<file path="src/rtl/alu_req_arbiter_pkg.sv">
// Shared definitions for the two-client ALU request scheduler:
// unit and sub-op codes, FSM state encoding and response flag layout.
package alu_pkg;

    localparam logic [3:0] OP_ADD   = 4'b0000;
    localparam logic [3:0] OP_SHIFT = 4'b0001;
    localparam logic [3:0] OP_LOGIC = 4'b0010;
    localparam logic [3:0] OP_MUL   = 4'b0011;

    localparam logic [3:0] SUB_ADD_ADD = 4'b0000;
    localparam logic [3:0] SUB_ADD_SUB = 4'b0001;
    localparam logic [3:0] SUB_SH_SLL  = 4'b0000;
    localparam logic [3:0] SUB_SH_SRL  = 4'b0001;
    localparam logic [3:0] SUB_SH_SRA  = 4'b0010;
    localparam logic [3:0] SUB_SH_LUI  = 4'b0011;
    localparam logic [3:0] SUB_LG_AND  = 4'b0000;
    localparam logic [3:0] SUB_LG_OR   = 4'b0001;
    localparam logic [3:0] SUB_LG_XOR  = 4'b0010;
    localparam logic [3:0] SUB_LG_NOR  = 4'b0011;
    localparam logic [3:0] SUB_MAX     = 4'b0011;

    localparam int FLG_C = 0;
    localparam int FLG_V = 1;
    localparam int FLG_Z = 2;
    localparam int FLG_N = 3;

    localparam int CNT_W = 8;

    typedef enum logic [1:0] {
        ST_IDLE = 2'd0,
        ST_EXEC = 2'd1,
        ST_RESP = 2'd2
    } state_e;

    function automatic logic op_legal(input logic [3:0] op, input logic [3:0] op1);
        return (op <= OP_MUL) && (op1 <= SUB_MAX);
    endfunction

endpackage

</file>
<file path="src/rtl/alu_req_arbiter_rr_arb2.sv">
// Two-way round-robin grant; the pointer moves to the other client each
// time a response completes, so a persistent requester cannot starve its peer.
module rr_arb2 (
    input  logic       clk,
    input  logic       rst_n,
    input  logic [1:0] i_valid,
    input  logic       i_done,
    input  logic       i_owner,
    output logic       o_gnt_valid,
    output logic       o_gnt
);

    logic r_ptr;

    // Priority pointer, flipped away from the client just served
    always_ff @(posedge clk or negedge rst_n) begin
        if (!rst_n) begin
            r_ptr <= 1'b0;
        end else if (i_done) begin
            r_ptr <= ~i_owner;
        end else begin
            r_ptr <= r_ptr;
        end
    end

    assign o_gnt_valid = |i_valid;
    assign o_gnt       = i_valid[r_ptr] ? r_ptr : ~r_ptr;

endmodule

</file>
<file path="src/rtl/alu_req_arbiter.sv">
// Shares one combinational ALU between two requesters: accepts one request at
// a time, holds the operands for the unit settle time, returns the captured result.
module alu_req_arbiter
    import alu_pkg::*;
#(
    parameter int ALU_WAIT = 1,
    parameter int MUL_WAIT = 3
) (
    input  logic        clk,
    input  logic        rst_n,
    input  logic        req0_valid,
    output logic        req0_ready,
    input  logic [3:0]  req0_op,
    input  logic [3:0]  req0_op1,
    input  logic [31:0] req0_a,
    input  logic [31:0] req0_b,
    input  logic        req1_valid,
    output logic        req1_ready,
    input  logic [3:0]  req1_op,
    input  logic [3:0]  req1_op1,
    input  logic [31:0] req1_a,
    input  logic [31:0] req1_b,
    output logic        rsp0_valid,
    input  logic        rsp0_ready,
    output logic [63:0] rsp0_data,
    output logic [3:0]  rsp0_flags,
    output logic        rsp0_err,
    output logic        rsp1_valid,
    input  logic        rsp1_ready,
    output logic [63:0] rsp1_data,
    output logic [3:0]  rsp1_flags,
    output logic        rsp1_err,
    output logic [3:0]  alu_op,
    output logic [3:0]  alu_op1,
    output logic [31:0] alu_in0,
    output logic [31:0] alu_in1,
    input  logic [63:0] alu_out,
    input  logic        alu_carryout,
    input  logic        alu_overflow,
    input  logic        alu_zero,
    input  logic        alu_N
);

    localparam logic [CNT_W-1:0] LD_ALU = CNT_W'(ALU_WAIT - 1);
    localparam logic [CNT_W-1:0] LD_MUL = CNT_W'(MUL_WAIT - 1);

    state_e            r_state;
    state_e            w_next_state;
    logic              r_owner;
    logic [CNT_W-1:0]  r_cnt;
    logic [3:0]        r_alu_op;
    logic [3:0]        r_alu_op1;
    logic [31:0]       r_alu_in0;
    logic [31:0]       r_alu_in1;
    logic [63:0]       r_data;
    logic [3:0]        r_flags;
    logic              r_err;
    logic              r_rsp0_valid;
    logic              r_rsp1_valid;

    logic              w_gnt_valid;
    logic              w_gnt;
    logic              w_accept;
    logic              w_capture;
    logic              w_done;
    logic              w_legal;
    logic              w_rsp_hs;
    logic [3:0]        w_sel_op;
    logic [3:0]        w_sel_op1;
    logic [31:0]       w_sel_a;
    logic [31:0]       w_sel_b;

    rr_arb2 u_arb (
        .clk         (clk),
        .rst_n       (rst_n),
        .i_valid     ({req1_valid, req0_valid}),
        .i_done      (w_done),
        .i_owner     (r_owner),
        .o_gnt_valid (w_gnt_valid),
        .o_gnt       (w_gnt)
    );

    assign w_sel_op  = w_gnt ? req1_op  : req0_op;
    assign w_sel_op1 = w_gnt ? req1_op1 : req0_op1;
    assign w_sel_a   = w_gnt ? req1_a   : req0_a;
    assign w_sel_b   = w_gnt ? req1_b   : req0_b;
    assign w_legal   = op_legal(w_sel_op, w_sel_op1);
    assign w_rsp_hs  = (r_rsp0_valid & rsp0_ready) | (r_rsp1_valid & rsp1_ready);

    // FSM state register
    always_ff @(posedge clk or negedge rst_n) begin
        if (!rst_n) begin
            r_state <= ST_IDLE;
        end else begin
            r_state <= w_next_state;
        end
    end

    // Next-state and per-cycle control strobes
    always_comb begin
        w_next_state = r_state;
        w_accept     = 1'b0;
        w_capture    = 1'b0;
        w_done       = 1'b0;
        case (r_state)
            ST_IDLE: begin
                if (w_gnt_valid) begin
                    w_accept     = 1'b1;
                    w_next_state = w_legal ? ST_EXEC : ST_RESP;
                end else begin
                    w_next_state = ST_IDLE;
                end
            end
            ST_EXEC: begin
                if (r_cnt == {CNT_W{1'b0}}) begin
                    w_capture    = 1'b1;
                    w_next_state = ST_RESP;
                end else begin
                    w_next_state = ST_EXEC;
                end
            end
            ST_RESP: begin
                if (w_rsp_hs) begin
                    w_done       = 1'b1;
                    w_next_state = ST_IDLE;
                end else begin
                    w_next_state = ST_RESP;
                end
            end
            default: begin
                w_next_state = ST_IDLE;
            end
        endcase
    end

    // Operand latch, settle counter and result capture; illegal ops leave the ALU bus untouched
    always_ff @(posedge clk or negedge rst_n) begin
        if (!rst_n) begin
            r_owner   <= 1'b0;
            r_cnt     <= {CNT_W{1'b0}};
            r_alu_op  <= 4'd0;
            r_alu_op1 <= 4'd0;
            r_alu_in0 <= 32'd0;
            r_alu_in1 <= 32'd0;
            r_data    <= 64'd0;
            r_flags   <= 4'd0;
            r_err     <= 1'b0;
        end else if (w_accept) begin
            r_owner <= w_gnt;
            if (w_legal) begin
                r_alu_op  <= w_sel_op;
                r_alu_op1 <= w_sel_op1;
                r_alu_in0 <= w_sel_a;
                r_alu_in1 <= w_sel_b;
                r_cnt     <= (w_sel_op == OP_MUL) ? LD_MUL : LD_ALU;
                r_err     <= 1'b0;
            end else begin
                r_data  <= 64'd0;
                r_flags <= 4'd0;
                r_err   <= 1'b1;
            end
        end else if (w_capture) begin
            r_data  <= (r_alu_op == OP_MUL) ? alu_out : {32'd0, alu_out[31:0]};
            r_flags <= {alu_N, alu_zero, alu_overflow, alu_carryout};
            r_err   <= 1'b0;
        end else if (r_state == ST_EXEC) begin
            r_cnt <= r_cnt - CNT_W'(1);
        end
    end

    // Response valid, raised only toward the owner and dropped on handshake
    always_ff @(posedge clk or negedge rst_n) begin
        if (!rst_n) begin
            r_rsp0_valid <= 1'b0;
            r_rsp1_valid <= 1'b0;
        end else if (w_accept && !w_legal) begin
            r_rsp0_valid <= ~w_gnt;
            r_rsp1_valid <= w_gnt;
        end else if (w_capture) begin
            r_rsp0_valid <= ~r_owner;
            r_rsp1_valid <= r_owner;
        end else if (w_done) begin
            r_rsp0_valid <= 1'b0;
            r_rsp1_valid <= 1'b0;
        end
    end

    assign req0_ready = w_accept & ~w_gnt;
    assign req1_ready = w_accept & w_gnt;
    assign rsp0_valid = r_rsp0_valid;
    assign rsp1_valid = r_rsp1_valid;
    assign rsp0_data  = r_data;
    assign rsp1_data  = r_data;
    assign rsp0_flags = r_flags;
    assign rsp1_flags = r_flags;
    assign rsp0_err   = r_err;
    assign rsp1_err   = r_err;
    assign alu_op     = r_alu_op;
    assign alu_op1    = r_alu_op1;
    assign alu_in0    = r_alu_in0;
    assign alu_in1    = r_alu_in1;

endmodule
</file>
<file path="config.mk">
export PLATFORM = sky130hd
export DESIGN_NAME = alu_req_arbiter
export DESIGN_NICKNAME = d
export VERILOG_FILES = /design/src/rtl/alu_req_arbiter_pkg.sv /design/src/rtl/alu_req_arbiter_rr_arb2.sv /design/src/rtl/alu_req_arbiter.sv
export SDC_FILE = /design/constraint.sdc
export NUM_CORES = 1
export LEC_CHECK = 0
export CAP_MARGIN = 20
export CORE_AREA = 2 2 166 168
export CTS_BUF_LIST = sky130_fd_sc_hd__clkbuf_16
export DETAILED_ROUTE_END_ITERATION = 12
export DIE_AREA = 0 0 168 170
export PLACE_DENSITY = 0.65
export SLEW_MARGIN = 20
export SYNTH_ARGS = -nofsm -noshare
export SYNTH_HDL_FRONTEND = slang
export SYNTH_HIERARCHICAL = 1
export SYNTH_SLANG_ARGS = --single-unit
</file>
<file path="constraint.sdc">
create_clock -name clk -period 3.9 [get_ports clk]
set_clock_uncertainty 0.15 [all_clocks]
set_input_delay 0.39 -clock clk [delete_from_list [all_inputs] [get_ports clk]]
set_output_delay 0.39 -clock clk [all_outputs]
set_load 0.02 [all_outputs]
</file>
### Word-level counts from Yosys, hierarchy flattened

Cells that the tools add are included.

* add/sub/neg operators: 1
* bitwise logic cells: 8
* multiplexer cells: 38
* order comparisons: 3
* equality and inequality tests: 7
* reduce and logical (&&, ||, !) cells: 12

Operators with widths (count)
* $mux 64: 4
* $mux 32: 2
* $mux 8: 4
* $mux 4: 5
* $mux 1: 17
* $mux 2: 5
* $eq 4x2->1 const B: 2
* $le 4x2->1 const B: 2
* $logic_not 8->1: 1
* $sub 8x1->8 const B: 1
* $pmux 2 s3: 1
* $and 1x1->1: 4
* $ne 2x2->1 const B: 2
* $reduce_and 2->1: 2
* $reduce_bool 2->1: 2
* $not 1->1: 3
* $reduce_and 3->1: 1
* $reduce_bool 3->1: 1
* $eq 2x1->1 const B: 1
* $eq 2x2->1 const B: 1
* $logic_and 1x1->1: 2
* $logic_not 2->1: 1
* $lt 1x2->1 const B: 1
* $ne 2x1->1 const B: 1
* other kinds (3): 3

* register bits after elaboration: 155
* output and inout bits: 214
* word-level logic and storage cells: 82

### Logic depth before layout (Yosys ltp)

* word-level depth: 9
* depth in mapped cells: 8

### Modules after synthesis

Netlist, hierarchy kept.

By module, submodules not included
* alu_req_arbiter: instances 1, cells each 615, seq. area each 3853.7 um^2, area an instance 6949.2 um^2
* rr_arb2: instances 1, cells each 6, seq. area each 25.0 um^2, area an instance 57.6 um^2

### Worst setup path before layout

No wires, ideal clock.

* path type: input to register
* start: input port req1_valid
* end: register r_state[1]
* data required time: 3.607 ns
* cell stages on the path: 8
* slack: 1.593 ns
* arrival: 2.014 ns
* path buffers: 2
* library setup time: 0.143 ns
* path through: inv_1 mux2i_1 nor3b_1 o22ai_1 a21oi_1 buf_2 buf_2 a22oi_1

* longest elaborated chain between the ends: 9

RTL lines
* start, declared: RTL line alu_req_arbiter.sv:17 `input logic req1_valid,`
* $mux 1 (not written as such) * (2 in series): RTL line alu_req_arbiter_rr_arb2.sv:27 `assign o_gnt = i_valid[r_ptr] ? r_ptr : ~r_ptr;`
* $mux 1 *: RTL line alu_req_arbiter_rr_arb2.sv:27
* via w_gnt: RTL line alu_req_arbiter.sv:62 `logic w_gnt;`
* $mux 4 (on tied branches): RTL line alu_req_arbiter.sv:83, alu_req_arbiter.sv:84
* $le 4x2->1: RTL line alu_req_arbiter_pkg.sv:36 `return (op <= OP_MUL) && (op1 <= SUB_MAX);`
* $logic_and 1x1->1 *: RTL line alu_req_arbiter_pkg.sv:36
* $mux 2 *: RTL line alu_req_arbiter.sv:109 `w_next_state = w_legal ? ST_EXEC : ST_RESP;`
* $mux 2 *: RTL line alu_req_arbiter.sv:107 `if (w_gnt_valid) begin`
* $pmux 2 s3 *: RTL line alu_req_arbiter.sv:105 `case (r_state)`
* via w_next_state[1]: RTL line alu_req_arbiter.sv:48 `state_e w_next_state;`
* end signal, assigned: RTL line alu_req_arbiter.sv:95 `r_state <= w_next_state;`
* end, declared: RTL line alu_req_arbiter.sv:47 `state_e r_state;`

Mark *: on every way through the listed nets, which the timed path passes. The rest lies on a longest branch. The select of a mux whose other input is x is not followed.
A chain may end at the register's enable or synchronous reset.

### Worst setup path in the final report

* start: register u_arb.r_ptr
* end: register r_data[40], in the netlist rsp0_data[40]

* longest elaborated chain between the ends: 8

RTL lines
* start, declared: RTL line alu_req_arbiter_rr_arb2.sv:13 `logic r_ptr;`
* start signal, assigned: RTL line alu_req_arbiter_rr_arb2.sv:20 `r_ptr <= ~i_owner;`
* start signal, assigned: RTL line alu_req_arbiter_rr_arb2.sv:22 `r_ptr <= r_ptr;`
* $mux 1 (not written as such) (2 in series): RTL line alu_req_arbiter_rr_arb2.sv:27
* $mux 1 *: RTL line alu_req_arbiter_rr_arb2.sv:27
* via w_gnt: RTL line alu_req_arbiter.sv:62
* $mux 4 (on tied branches): RTL line alu_req_arbiter.sv:83, alu_req_arbiter.sv:84
* $le 4x2->1: RTL line alu_req_arbiter_pkg.sv:36
* $logic_and 1x1->1 *: RTL line alu_req_arbiter_pkg.sv:36
* $ne 2x2->1 (no line) *
* $reduce_and 2->1 (no line) *
* end signal, assigned: RTL line alu_req_arbiter.sv:163 `r_data <= (r_alu_op == OP_MUL) ? alu_out : {32'd0, alu_out[31:0]};`
* end, declared: RTL line alu_req_arbiter.sv:55 `logic [63:0] r_data;`

Marks and branches as above.

==> flow_summary.json <==
{
  "grt_pass1_wl_mm": 37.53,
  "grtUsageMet3": 0.07558,
  "worstHoldEndpoint": "alu_in0[9]",
  "r2r-end": "rsp0_data[40]",
  "first_pass_iters": 4,
  "hold_class": "flip-flop to flip-flop",
  "dp_hpwl_mm": 19.44,
  "grt_busiest_layer": "met2",
  "dieArea_um2": 28560,
  "worstSkewPairLatency_ps": 420,
  "cts.sinks": 155,
  "crit_type": "flip-flop to flip-flop",
  "antenna_found_initial": 2,
  "die_y_um": 170,
  "rsz0062_at_grt": "false",
  "synthTopCellsByCount": "dfrtp_1, nand2_1, o21ai_0, buf_4, mux2i_1",
  "reg2reg_from": "u_arb/r_ptr",
  "synth_area_um2": 7007,
  "ys_ff_latch": 155,
  "cts_root_buf": "clkbuf_16",
  "power.density_nw_per_um2": 556.3,
  "synth_area_per_cell_um2": 11.28,
  "path_clk_slew_ps": 70,
  "holdPathStages": 2,
  "drc": 0,
  "grt_util_met2": 0.3006,
  "routedWlPerCell_um": 18.97,
  "synth_ff_type": "dfrtp_1",
  "vdd_ir_drop_max_mv": 0.4172,
  "synth_edf_count": 0,
  "grt_use_met1": 0.1997,
  "r2r_cells": 7,
  "timing.final.crit_share": 0.7286,
  "yosysMostFrequentCell": "dfrtp_1",
  "setup_viol": 0,
  "tightest_slew_ps": 910.4,
  "core_um2": 26650,
  "synthArstFlopShare": 1.000,
  "tns_ps": 0,
  "fmax_mhz": 351.9,
  "layout_min_cycle_time_ps": 2841,
  "startpoint_type": "flip-flop",
  "synthDistinctLibCells": 45,
  "die_w_um": 168,
  "gp_congestion": 0.8023,
  "arrival_ps": 3050,
  "synth_nets": 841,
  "synth.area.top_cells": "dfrtp_1, mux2i_1, a22o_1",
  "finalNetCount": 1200,
  "hp-start": "alu_in0[9]",
  "clk_path_buf_depth": 2,
  "synth_top_cell_area_share": 0.5536,
  "rows": 60,
  "cts_max_level": 4,
  "p_leak_nw": 5.154,
  "fin_hold_ws_ps": 327.2,
  "status": "finished, final reports clean",
  "r2r_slack_ps": 1060,
  "cts_setup_buffers": 0,
  "cap_violations": 0,
  "grt_pass1_vias": 6173,
  "via_per_inst": 4.536,
  "worst_slack_ps": 1059,
  "port_buffers": 431,
  "hold_violations": 0,
  "stdcell_area_um2": 11870,
  "drive_gt1_frac": 0.05942,
  "grt_max_degree": 91,
  "place_area_um2": 11270,
  "cts_tree": "built",
  "grt_usage": 0.1737,
  "slew_violations": 0,
  "fillCellCount": 2515,
  "cp-end-kind": "flip-flop",
  "netlist_instances": 621,
  "syn2layout_area_growth_pct": 69.34,
  "overflow": 0,
  "cts_buffers": 17,
  "crit_fanout": 38,
  "dpl_worst_slack_ps": 693.8,
  "synth_top_area_cell": "dfrtp_1",
  "ioPinCount": 432,
  "postRouteAntennaNets": 0,
  "vias": 6056,
  "total_power_mw": 6.601,
  "wirelength_mm": 25.33,
  "required_ps": 4100,
  "slew_headroom": 0.3931,
  "yosys_warnings": 6,
  "initial_utilization": 0.2629,
  "drt_iter0_drc": 327,
  "yosysSeqAreaShare": 0.5536
}
-- critical path: stages (launching register included) --
cell and delay (ps):
dfrtp_1 430, mux2i_4 230, buf_4 220, nor3_1 520
o22ai_1 250, a21oi_4 500, buf_12 270, a22o_1 180
-- cell families after synthesis --
group / Yosys count / synth area share
DFF: 155 / 0.5536
adders and majority gates: 2 / 0.003571
xor gates and xnor gates: 4 / 0.005001
AOI/OAI and AO/OA: 162 / 0.1591
and+or+nand+nor: 115 / 0.07857
muxes: 71 / 0.1018
buffers and inverters: 112 / 0.09839
-- final cells by class --
cell class,count,area (um^2),area share
Sequential cell,155,3879,0.3269
Tap cell,341,426.7,0.03596
Timing Repair Buffer,448,4483,0.3778
Clock buffer,17,425.4,0.03585
Inverter,4,15.01,0.001265
Multi-Input combinational cell,354,2480,0.2090
Clock inverter,15,153.9,0.01297
Antenna cell,1,2.502,0.0002109
-- power breakdown --
group / leakage [nW] / internal [mW] / total (mW) / switching (mW)
sequential: 2.06 / 2.04 / 2.34 / 0.299
clock: 0.292 / 0.909 / 1.67 / 0.765
combinational: 2.80 / 1.26 / 2.59 / 1.34
-- what timing repair did --
| item | 4_1_cts | 5_1_grt |
|---|---|---|
| endpoints found under the hold margin | 88 | 0 |
| hold buffers | 1 | 0 |
| setup endpoints to repair | 0 | 0 |
| resized for setup | 0 | 0 |
-- metal layers --
layer | share of wire | wire length (um)
met2 | 0.49 | 12380
met3 | 0.10 | 2598
met5 | 0.00039 | 10
met1 | 0.40 | 10100
met4 | 0.0093 | 236
-- how the worst max path moves through the flow --
stage | endpoint | slack (ps) | cells past startpoint | from
after global placement | rsp0_data[39] | 800 | 8 | req0_valid
after floorplan | r_state[1] | 1590 | 8 | req1_valid
after detailed placement | rsp0_data[40] | 690 | 8 | req0_valid
after CTS | rsp0_data[40] | 1010 | 7 | u_arb/r_ptr
after global routing | rsp0_data[40] | 910 | 7 | u_arb/r_ptr
final | rsp0_data[40] | 1060 | 7 | u_arb/r_ptr
-- sequential cells by signal, indices dropped and copies added (netlist names) --
signal,count
rsp0_data,64
alu_in0,32
alu_in1,32
r_cnt,8
alu_op1,4
alu_op,4
rsp0_flags,4
r_state,2
r_owner,1
rsp0_err,1
rsp0_valid,1
rsp1_valid,1
u_arb/r_ptr,1
-- per-stage QoR --
| stage | instances | utilization |
|---|---|---|
| detailed placement | 1301 | 0.4230 |
| finish | 1335 | 0.4452 |
| floorplan | 621 | - |
| global route | 1334 | 0.4451 |
| global placement | 1301 | 0.4230 |
| CTS | 1334 | 0.4451 |
-- cell usage in the layout, fill, tap and decap left out, types with 3 or more instances in the layout --
| master | instances |
|---|---|
| xor2_1 | 3 |
| inv_1 | 5 |
| buf_12 | 3 |
| and2_1 | 5 |
| o21ai_0 | 72 |
| inv_6 | 6 |
| nor2_1 | 11 |
| clkdlybuf4s50_1 | 430 |
| nand2b_1 | 4 |
| a22o_1 | 68 |
| buf_4 | 13 |
| clkbuf_16 | 17 |
| dfrtp_1 | 155 |
| nor3_1 | 4 |
| a21oi_1 | 6 |
| nand2_1 | 74 |
| inv_8 | 4 |
| mux2i_1 | 68 |
Power figures use the tool's default switching activity.
